[src/rtl/fetch_buffer_pkg.sv]
// Shared types and constants for the instruction fetch buffer.
// Holds the fetch FSM encoding and the queued entry layout.
package fetch_buffer_pkg;

    typedef enum logic [1:0] {
        IDLE    = 2'd0,
        REQ     = 2'd1,
        DISCARD = 2'd2
    } fetch_state_e;

    typedef struct packed {
        logic [31:0] pc;
        logic [31:0] instr;
    } fetch_entry_t;

    localparam logic [31:0] NOP_INSTR = 32'h0000_0013;

    // Clear the byte offset so fetches stay word aligned.
    function automatic logic [31:0] align_word(input logic [31:0] addr);
        return addr & ~32'd3;
    endfunction

endpackage

[src/rtl/fetch_buffer_sync_fifo.sv]
// Small synchronous FIFO used as the fetch queue storage.
// Flush empties it in one cycle; storage itself is never reset.
module sync_fifo #(
    parameter int WIDTH = 64,
    parameter int DEPTH = 4
) (
    input  logic                   clk,
    input  logic                   rst,
    input  logic                   push,
    input  logic                   pop,
    input  logic                   flush,
    input  logic [WIDTH-1:0]       wdata,
    output logic [WIDTH-1:0]       rdata,
    output logic [$clog2(DEPTH):0] count
);

    localparam int AW = $clog2(DEPTH);
    localparam int CW = AW + 1;

    logic [WIDTH-1:0] mem [DEPTH];
    logic [AW-1:0]    wr_ptr;
    logic [AW-1:0]    rd_ptr;

    assign rdata = mem[rd_ptr];

    // Pointer and occupancy tracking; flush wins over push and pop.
    always_ff @(posedge clk or posedge rst) begin
        if (rst) begin
            wr_ptr <= '0;
            rd_ptr <= '0;
            count  <= '0;
        end else if (flush) begin
            wr_ptr <= '0;
            rd_ptr <= '0;
            count  <= '0;
        end else begin
            if (push) begin
                wr_ptr <= wr_ptr + 1'b1;
            end
            if (pop) begin
                rd_ptr <= rd_ptr + 1'b1;
            end
            count <= count + CW'(push) - CW'(pop);
        end
    end

    // Entry storage write port.
    always_ff @(posedge clk) begin
        if (push && !flush) begin
            mem[wr_ptr] <= wdata;
        end
    end

endmodule

[src/rtl/fetch_buffer.sv]
// Instruction fetch buffer: issues one memory request at a time,
// queues returned words with their PC, and handles redirects.
module fetch_buffer
    import fetch_buffer_pkg::*;
#(
    parameter int          DEPTH    = 4,
    parameter logic [31:0] RESET_PC = 32'h0000_0000
) (
    input  logic        i_clk,
    input  logic        i_rst,
    input  logic        i_redirect,
    input  logic [31:0] i_redirect_pc,
    input  logic        i_stall_d,
    output logic        o_imem_req,
    output logic [31:0] o_imem_addr,
    input  logic        i_imem_ack,
    input  logic [31:0] i_imem_rdata,
    output logic        o_vld,
    output logic [31:0] o_instr,
    output logic [31:0] o_pc,
    output logic [31:0] o_pcplus4
);

    localparam int             CW   = $clog2(DEPTH) + 1;
    localparam logic [CW-1:0]  FULL = CW'(DEPTH);

    fetch_state_e  state;
    logic          req_q;
    logic [31:0]   fetch_pc;
    logic [31:0]   req_addr;
    logic [CW-1:0] count;
    logic [CW-1:0] count_next;
    logic [31:0]   redirect_pc;
    logic          push;
    logic          pop;
    fetch_entry_t  push_entry;
    fetch_entry_t  head;

    assign redirect_pc = align_word(i_redirect_pc);
    assign o_vld       = (count != '0);
    assign push        = (state == REQ) && i_imem_ack && !i_redirect;
    assign pop         = o_vld && !i_stall_d && !i_redirect;
    assign count_next  = count + CW'(push) - CW'(pop);
    assign push_entry  = '{pc: fetch_pc, instr: i_imem_rdata};

    sync_fifo #(
        .WIDTH ($bits(fetch_entry_t)),
        .DEPTH (DEPTH)
    ) u_fifo (
        .clk   (i_clk),
        .rst   (i_rst),
        .push  (push),
        .pop   (pop),
        .flush (i_redirect),
        .wdata (push_entry),
        .rdata (head),
        .count (count)
    );

    assign o_pc        = head.pc;
    assign o_pcplus4   = head.pc + 32'd4;
    assign o_instr     = o_vld ? head.instr : NOP_INSTR;
    assign o_imem_req  = req_q;
    assign o_imem_addr = req_addr;

    // Fetch FSM: request sequencing, PC advance and redirect handling.
    always_ff @(posedge i_clk or posedge i_rst) begin
        if (i_rst) begin
            state    <= IDLE;
            req_q    <= 1'b0;
            fetch_pc <= RESET_PC;
            req_addr <= RESET_PC;
        end else begin
            unique case (state)
                IDLE: begin
                    if (i_redirect) begin
                        fetch_pc <= redirect_pc;
                        req_addr <= redirect_pc;
                        state    <= REQ;
                        req_q    <= 1'b1;
                    end else if (count < FULL) begin
                        req_addr <= fetch_pc;
                        state    <= REQ;
                        req_q    <= 1'b1;
                    end
                end
                REQ: begin
                    if (i_redirect) begin
                        fetch_pc <= redirect_pc;
                        if (i_imem_ack) begin
                            req_addr <= redirect_pc;
                        end else begin
                            state <= DISCARD;
                        end
                    end else if (i_imem_ack) begin
                        fetch_pc <= fetch_pc + 32'd4;
                        req_addr <= fetch_pc + 32'd4;
                        if (count_next == FULL) begin
                            state <= IDLE;
                            req_q <= 1'b0;
                        end
                    end
                end
                DISCARD: begin
                    if (i_redirect) begin
                        fetch_pc <= redirect_pc;
                    end
                    if (i_imem_ack) begin
                        state    <= REQ;
                        req_addr <= i_redirect ? redirect_pc : fetch_pc;
                    end
                end
                default: begin
                    state <= IDLE;
                    req_q <= 1'b0;
                end
            endcase
        end
    end

endmodule

[config.mk]
export PLATFORM = sky130hd
export DESIGN_NAME = fetch_buffer
export DESIGN_NICKNAME = d
export VERILOG_FILES = /design/src/rtl/fetch_buffer_pkg.sv /design/src/rtl/fetch_buffer_sync_fifo.sv /design/src/rtl/fetch_buffer.sv
export SDC_FILE = /design/constraint.sdc
export NUM_CORES = 1
export LEC_CHECK = 0
export ABC_AREA = 1
export CAP_MARGIN = 0
export CORE_ASPECT_RATIO = 1.5
export CORE_UTILIZATION = 56
export CTS_CLUSTER_DIAMETER = 50
export DETAILED_ROUTE_END_ITERATION = 7
export PLACE_DENSITY = 0.81
export SLEW_MARGIN = 40
export SYNTH_ARGS = -nofsm -noshare
export SYNTH_HDL_FRONTEND = slang
export SYNTH_SLANG_ARGS = --single-unit
[constraint.sdc]
create_clock -name i_clk -period 4.8 [get_ports i_clk]
set_input_delay 0.48 -clock i_clk [delete_from_list [all_inputs] [get_ports i_clk]]
set_output_delay 0.48 -clock i_clk [all_outputs]
set_load 0.01 [all_outputs]
==> results.txt, run 1 <==
status: finished with violations
failing checks: design-rule violations
clk sinks: 330
register clock-pin slew on the reported worst setup and hold paths: 70 ps
worst reg2reg endpoint: u_fifo.mem[2][54]
Clock Path Buffers: 3
async set-reset flop share out of synthesis: 22.42%
drt drc: 1
Total GRT Usage: 29.75%
Slew @ Worst Pin: 799.7 ps
MaxCap Viol Count: 0
Slew headroom: 46.56%
Fmax: 218.0 MHz
post-DP HPWL: 29,170 um
Fin Setup TNS: 0 ps
clk root buf: clkbuf_16
routed vias/inst: 5.576
Critical Path End: o_pcplus4[30]
Core Area: 28,620 um2
Largest stage delay, worst path: 560 ps
Yosys warnings: 0
vias: 13.54k
final hold slack: 257.7 ps
Place WS: 646.0 ps
register-to-register setup slack: 2040 ps
commonest cells in the netlist: nand2_1, nor2_1, edfxtp_1, o21ai_0, inv_1
Die Span X: 141.1 um
CTS H-tree lvls: 1
vias in the first global route: 13.42k
Hold Path Class: in2reg
Nets: 2,096
endpoint class of the critical path: output pin
fin crit share: 95.56%
post-synthesis compound-gate area fraction: 7.787%
I/O Buffers: 196
WL per Instance: 18.04 um
CTS tree: yes
final hold vios: 0
Top-Level Pins: 199
first-pass GRT wire length: 68,200 um
worst setup margin: 213.0 ps
Startpoint Class: flop
simple-gate share of the synthesized area: 26.13%
Synth Net Count: 1,930
Synth Cell Area: 16,240 um2
most frequent CP cell: nand2_1
highest fanout seen on the critical path: 56
die area: 29,710 um2
post-synthesis mux area share: 0.1849%
peak supply drop: 0.0003457 V
adder-cell area share of the yosys netlist: 0.7394%
Post-CTS Hold Buffers: 0
drt total wl: 43,810 um
Slew Limit Fails: 0
GPL Wtd Cong: 0.9431
RSZ-0062 raised after global routing: no
#FFs+latches synth: 330
row count: 76
GR Overflow Total: 0
DRT Pass-1 Iters: 8
synth unique cells: 41
WS Path Type: reg2out
number of antenna-violating nets in the routed design: 0
DRT iter0 DRCs: 1,136
Final setup viols: 0
number of CTS-inserted buffers: 29
ANT cells: 0
Initial Utilization: 56.75%
P_leak: 7.910 nW
Final min period: 4587 ps
area leader, netlist: edfxtp_1
Worst-Skew Late Latency: 570 ps
Core Util, Final: 68.20%
CP Launch Point: u_fifo.rd_ptr[0]
Post-synth EDFFs: 256
Mapped Avg Cell Area: 8.771 um2
Worst path slowest cell: clkdlybuf4s50_1
initial antenna violation count: 0
Cell Pwr Density: 584.2 nW/um2
ys flop type: edfxtp_1
most numerous cell in the Yosys netlist: nand2_1
Yosys top cell area share: 47.32%
Clock Skew: 7.240 ps
Cells after Synth: 1,852
RR Startpoint: state[0]
critical-path cell list: buf_4, nor2_1, nor2_1, o21ai_0, nand2_1, ha_1, nand2_1, nor2_2, nand2_1, nor2_2, nand3_1, nand2_1, clkdlybuf4s50_1
Critical Path AT: 4110 ps
main combinational cell family by area after synthesis: simple AND/OR/NAND/NOR gates
total power: 11.40 mW
r2r worst-path depth: 8
Area contributors post-synth: edfxtp_1, nand2_1, dfrtp_1
xor/xnor share of the synthesized area: 0.8627%
die height: 210.6 um
Seq/Total Area, Yosys: 58.72%
Area Overhead vs Synth: 20.17%
Worst EP required: 4320 ps
layout cells sized above 1: 6.133%
largest net degree at the start of global routing: 82
==> cell type report <==
| type | instances | area (um2) |
|---|---|---|
| fill | 2164 | 9101 |
| tap | 390 | 488.0 |
| multi-input combinational | 1317 | 5832 |
| sequential | 330 | 9544 |
| clock buffer | 37 | 775.7 |
| inverter | 119 | 454.2 |
| clock inverter | 14 | 187.7 |
| timing repair buffer | 221 | 2240 |
==> critical path, delay by kind of cell (launching register included) <==
family | cells | cell delay, ps
simple gates | 9 | 1530
buf+inv | 2 | 1080
flops | 1 | 450
fa+ha+maj | 1 | 380
compound gates | 1 | 80
==> what timing repair did <==
item,in CTS,in global routing
gates resized for setup,0,4
buffers inserted,0,0
setup endpoints to repair,0,20
==> metal layers <==
| layer | wire length (um) | vias up | GRT usage [%] |
|---|---|---|---|
| met4 | 2071 | 0 | 16.60 |
| met3 | 3138 | 125 | 4.021 |
| met2 | 22130 | 605 | 52.71 |
| met1 | 16470 | 6365 | 34.60 |
| li1 | - | 6444 | - |
| met5 | 0 | - | 0 |
==> worst min path at each step <==
stage          slack [ps]             from                end  depth (start not counted)
6_report              260       i_redirect    u_fifo.count[1]                          2
5_1_grt               260       i_redirect    u_fifo.count[1]                          2
4_1_cts               230       i_redirect    u_fifo.count[1]                          2
3_5_place_dp          460  o_imem_addr[15]    o_imem_addr[15]                          2
3_3_place_gp          460       o_imem_req         o_imem_req                          2
2_1_floorplan         480      fetch_pc[0]  u_fifo.mem[0][32]                          0
==> metrics by stage <==
stage / area [um2] / instances
floorplan: 16240 / 1852
global placement: 18550 / 2377
detailed placement: 18550 / 2377
CTS: 19510 / 2428
global route: 19520 / 2428
finish: 19520 / 2428
==> logic make-up (layout without fill, tap and decap cells) <==
| kind of cell | count (synthesis) | in the layout |
|---|---|---|
| buf+inv | 205 | 391 |
| simple gates | 1049 | 1049 |
| flops | 330 | 330 |
| mux | 3 | 3 |
| xor+xnor | 16 | 16 |
| compound gates | 240 | 240 |
| fa+ha+maj | 9 | 9 |
==> power breakdown <==
| group | internal [mW] | leakage, nW | switching (mW) | total [mW] |
|---|---|---|---|---|
| logic | 1.89 | 4.24 | 3.02 | 4.91 |
| registers | 3.66 | 3.21 | 0.454 | 4.11 |
| clock network | 1.36 | 0.467 | 1.02 | 2.38 |
==> registers in the layout, indices dropped and copies added, names as in the netlist <==
register / cells
o_imem_addr: 32
fetch_pc: 32
u_fifo.mem: 256
o_imem_req: 1
u_fifo.rd_ptr: 2
state: 2
u_fifo.wr_ptr: 2
u_fifo.count: 3
==> layout by cell type, fill, tap and decap left out, types with 17 or more instances in the layout <==
master / instances
dfrtp_1: 72
buf_4: 17
o21ai_0: 124
inv_1: 111
nand3_1: 103
clkdlybuf4s50_1: 195
a21oi_1: 88
nor2_1: 259
clkbuf_16: 29
nand2_2: 21
nand4_1: 19
nor2_2: 17
edfxtp_1: 256
nand2_1: 613
(Power assumes the default switching activity.)
==> run 2, diff against run 1 <==
CORE_MARGIN = 5   (was default)
PLACE_DENSITY = 0.8   (was 0.81)
==> results.txt, run 2 (synthesis results as in run 1) <==
status: finished, final reports clean
die area: 32,580 um2 (+9.7%)
Total GRT Usage: 26.70% (-3.0 points)
Worst path slowest cell: buf_4
Critical Path AT: 3960 ps (-150 ps)
initial antenna violation count: 0 (unchanged)
clk root buf: clkbuf_16
layout cells sized above 1: 6.118% (-0.015 points)
MaxCap Viol Count: 0 (unchanged)
Top-Level Pins: 199 (unchanged)
Slew Limit Fails: 0 (unchanged)
dpl cells: 2,377 (unchanged)
most frequent CP cell: nand2_1
worst setup margin: 360.6 ps (+147.6 ps)
die height: 218.6 um (+3.8%)
most frequent cells in the layout: nand2_1, nor2_1, edfxtp_1
largest net degree at the start of global routing: 94 (+15%)
Initial Utilization: 56.57% (-0.19 points)
WS Path Type: reg2out
clk sinks: 330 (unchanged)
number of antenna-violating nets in the routed design: 0 (unchanged)
vias: 13.52k (-0.11%)
r2r worst-path depth: 18 (+10)
Startpoint Class: flop
drt total wl: 43,870 um (+0.14%)
GR Overflow Total: 0 (unchanged)
highest fanout seen on the critical path: 76 (+36%)
Worst EP required: 4320 ps (about the same)
Core Area: 28,720 um2 (+0.33%)
final hold vios: 0 (unchanged)
Worst-Skew Late Latency: 580 ps (about the same)
Final setup viols: 0 (unchanged)
Die Span X: 149.1 um (+5.7%)
CTS tree: yes
peak supply drop: 0.0004588 V (+33%)
ANT cells: 0 (unchanged)
DRT iter0 DRCs: 1,035 (-8.9%)
vias in the first global route: 13.22k (-1.5%)
drt drc: 0 (-1)
Nets: 2,097 (+0.048%)
Hold Path Class: in2async
RSZ-0062 raised after global routing: no
Core Util, Final: 67.83% (-0.37 points)
Largest Register: u_fifo.mem
Slew @ Worst Pin: 829.3 ps (+29.68 ps)
commonest non-fill, non-tap cell in the layout: nand2_1
Top Family by Delay on Critical Path: simple AND/OR/NAND/NOR gates
Levels on crit path: 13 (unchanged)
final hold slack: 302.3 ps (+44.57 ps)
number of CTS-inserted buffers: 30 (+3.4%)
Clock Skew: 22.94 ps (+15.70 ps)
endpoint class of the critical path: output pin
Largest stage delay, worst path: 650 ps (+90 ps)
total power: 11.40 mW (about the same)
Area Overhead vs Synth: 19.92%
Resized cells post-CTS: 0 (unchanged)
I/O Buffers: 196 (unchanged)
Final min period: 4439 ps (-147.6 ps)
row count: 76 (unchanged)
critical-path cell list: buf_4, nand2_1, nand2_1, nand2_1, nand2_1, ha_1, nand2_1, nor2_2, nand2_1, nor2_2, nand3_1, nand2_1, clkdlybuf4s50_1
post-DP HPWL: 28,650 um (-1.8%)
Place WS: 1007 ps (+361.3 ps)
GPL Wtd Cong: 0.9350 (-0.86%)
WL per Instance: 18.03 um (about the same)
Clock Path Buffers: 3 (unchanged)
register clock-pin slew on the reported worst setup and hold paths: 70 ps (about the same)
CTS H-tree lvls: 1 (unchanged)
final instance area: 19,480 um2 (-0.21%)
first-pass GRT wire length: 69,320 um (+1.6%)
Slew headroom: 44.71% (-1.9 points)
P_leak: 7.910 nW (about the same)
worst path buffer plus inverter count: 2 (unchanged)
Fin Setup TNS: 0 ps (unchanged)
routed vias/inst: 5.559 (-0.32%)
fin crit share: 92.49% (-3.1 points)
Setup Buffers After CTS: 0 (unchanged)
Cell Pwr Density: 585.2 nW/um2 (+0.18%)
max reg flops: 256 (unchanged)
Post-CTS Hold Buffers: 0 (unchanged)
Fmax: 225.3 MHz (+3.3%)
Finished Layout Cells: 2,433 (+0.21%)
DRT Pass-1 Iters: 6 (-2)
Post-DP Area: 18,480 um2 (-0.39%)
-- run 2: changes by cell type in the layout (fill, tap and decap cells not counted), sizes merged --
cell / before / now
bufinv: 4 / 3
clkbuf: 37 / 40
clkinv: 5 / 9
clkinvlp: 3 / 2
-- run 2: final timing paths --
path | slack, ps | startpoint | endpoint
worst max-delay path | 360 | u_fifo.rd_ptr[0] | o_pcplus4[30]
worst min-delay path | 300 | i_rst | fetch_pc[1]
worst max register to register | 1880 | u_fifo.count[2] | state[1]
worst min register to register | 470 | o_imem_req | o_imem_req
max in group asynchronous | 3570 | i_rst | fetch_pc[5]
min in group i_clk | 430 | i_redirect | u_fifo.count[1]
-- run 2: cell type report --
class	count	area, um2
flip-flops and latches	330	9544
fillers	2228	9238
multi-input cells	1317	5832
repair buffers	221	2157
clock buffers	40	808.3
well taps	390	488.0
inverters	119	454.2
clock inverters	16	196.4
-- run 2: layer usage --
metal	track usage, %	vias up	routed length [um]
met5	0	-	0
met3	3.754	116	3662
li1	-	6433	-
met1	33.69	6328	16390
met4	10.11	0	1639
met2	46.68	647	22180
-- run 2: worst reg2reg max path, stage by stage, from the launching register on --
cell and delay, ps:
dfrtp_1 410, inv_1 60, nand2_1 70, nor2_2 80, buf_4 370, nor2_1 130, inv_1 100, nor2_1 50
ha_1 300, inv_1 60, ha_1 130, inv_1 50, fa_1 370, xor2_1 220, inv_1 60, nand3_1 80
nand3_1 110, nand3b_1 130, nand2_1 50
-- run 2: report_power, final --
group | total [mW] | internal, mW | switching (mW)
logic | 4.89 | 1.87 | 3.02
clock network | 2.41 | 1.36 | 1.05
registers | 4.10 | 3.66 | 0.442
total | 11.4 | 6.89 | 4.51
==> run 3, diff against run 2 <==
SLEW_MARGIN = 20   (was 40)
==> results.txt, run 3 (synthesis results as in run 1) <==
GR Overflow Total: 0 (unchanged)
I/O Buffers: 196 (unchanged)
fin crit share: 92.24% (-0.25 points)
RSZ-0062 raised after global routing: no
register clock-pin slew on the reported worst setup and hold paths: 70 ps (about the same)
Post-DP Area: 18,470 um2 (about the same)
vias: 13.39k (-1.0%)
Critical Path AT: 3950 ps (about the same)
vias in the first global route: 13.34k (+0.89%)
peak supply drop: 0.0004519 V (-1.5%)
Clock Path Buffers: 3 (unchanged)
WS Path Type: reg2out
CTS tree: yes
Post-CTS Hold Buffers: 0 (unchanged)
drt total wl: 43,500 um (-0.85%)
WL per Instance: 17.88 um (-0.85%)
final instance area: 19,500 um2 (+0.12%)
Final min period: 4428 ps (-11.87 ps)
post-DP HPWL: 28,710 um (+0.22%)
Startpoint Class: flop
MaxCap Viol Count: 0 (unchanged)
Fin Setup TNS: 0 ps (unchanged)
clk sinks: 330 (unchanged)
Core Area: 28,720 um2 (unchanged)
Largest Register: u_fifo.mem
max reg flops: 256 (unchanged)
GPL Wtd Cong: 0.9350 (unchanged)
largest net degree at the start of global routing: 94 (unchanged)
drt drc: 0 (unchanged)
Die Span X: 149.1 um (unchanged)
highest fanout seen on the critical path: 76 (unchanged)
Slew @ Worst Pin: 879.0 ps (+49.70 ps)
Worst-Skew Late Latency: 590 ps (about the same)
Top-Level Pins: 199 (unchanged)
row count: 76 (unchanged)
DRT Pass-1 Iters: 5 (-1)
final hold vios: 0 (unchanged)
number of CTS-inserted buffers: 30 (unchanged)
Nets: 2,097 (unchanged)
Setup Buffers After CTS: 0 (unchanged)
die area: 32,580 um2 (unchanged)
Worst EP required: 4320 ps (about the same)
Area Overhead vs Synth: 20.06%
Slew headroom: 41.31% (-3.4 points)
Resized cells post-CTS: 0 (unchanged)
die height: 218.6 um (unchanged)
routed vias/inst: 5.502 (-1.0%)
Total GRT Usage: 26.58% (-0.12 points)
P_leak: 7.931 nW (+0.27%)
Slew Limit Fails: 0 (unchanged)
ANT cells: 0 (unchanged)
endpoint class of the critical path: output pin
most frequent cells in the layout: nand2_1, nor2_1, edfxtp_1
initial antenna violation count: 0 (unchanged)
commonest non-fill, non-tap cell in the layout: nand2_1
DRT iter0 DRCs: 1,015 (-1.9%)
Initial Utilization: 56.57% (unchanged)
first-pass GRT wire length: 68,840 um (-0.69%)
Core Util, Final: 67.92% (+0.083 points)
CTS H-tree lvls: 1 (unchanged)
clk root buf: clkbuf_16
fill cell count: 2,252 (+1.1%)
Hold Path Class: in2async
Cell Pwr Density: 587.1 nW/um2 (+0.33%)
layout cells sized above 1: 6.265% (+0.15 points)
status: finished, final reports clean
Clock Skew: 22.74 ps (-0.1973 ps)
Fmax: 225.9 MHz (+0.27%)
Final setup viols: 0 (unchanged)
number of antenna-violating nets in the routed design: 0 (unchanged)
==> run 3: cell types whose count changed in the layout (fill, tap and decap cells not counted) <==
cell	previous run	this run
clkbuf_8	2	3
clkinv_4	0	1
clkinv_8	1	0
clkinv_1	4	2
inv_4	1	0
inv_6	3	2
bufinv_16	3	4
clkbuf_1	8	7
clkinvlp_2	1	0
clkinv_2	3	6
inv_2	6	7
==> run 3: power by group <==
part           leakage [nW]  total [mW]  switching (mW)  internal [mW]
clock network         0.503        2.47            1.04           1.42
registers              3.21        4.10           0.442           3.66
logic                  4.22        4.89            3.01           1.87
total                  7.93        11.5            4.50           6.95
==> run 3: worst paths after layout <==
kind,from,end,slack [ps],cells past startpoint
worst max-delay path,u_fifo.rd_ptr[0],o_pcplus4[28],370,13
worst min-delay path,i_rst,fetch_pc[1],400,2
worst max register to register,u_fifo.count[2],state[1],1830,18
worst min register to register,o_imem_addr[24],o_imem_addr[24],490,2
max in group asynchronous,i_rst,o_imem_addr[14],3360,3
min in group i_clk,i_redirect,u_fifo.count[1],430,2
==> run 3: final cells by class <==
cell class                      count  area, um2  share of cell area, %
Clock buffer                       40      818.3                  4.196
Clock inverter                     16      212.7                  1.091
Inverter                          119      451.7                  2.316
Multi-Input combinational cell   1317       5832                  29.90
Sequential cell                   330       9544                  48.94
Tap cell                          390      488.0                  2.502
Timing Repair Buffer              221       2157                  11.06
==> run 3: layer usage <==
layer,routed length (um),track usage [%],vias up
li1,-,-,6433
met1,16620,32.67,6256
met2,21900,47.06,581
met3,3328,3.775,116
met4,1651,10.72,0
met5,0,0,-
==> run 3: critical path, cell delays in order, from the launching register on <==
cell	delay (ps)
dfrtp_4	450
buf_4	620
nand2_1	160
nand2_1	110
nand2_1	50
nand2_1	110
ha_1	310
nand2_1	110
nor2_2	190
nand2_1	170
nor2_2	260
nand3_1	110
nand2_1	110
clkdlybuf4s50_1	550
==> run 3: through the flow <==
stage	total power, mW	cells	hold WS [ps]	worst slack [ps]
after CTS	11.47	2433	406.4	349.7
after detailed placement	8.993	2377	464.9	1001
after global placement	8.860	2377	459.0	1047
after global routing	12.16	2433	429.4	146.8
after floorplan	6.879	1852	476.0	326.9
final	11.45	2433	399.8	372.5
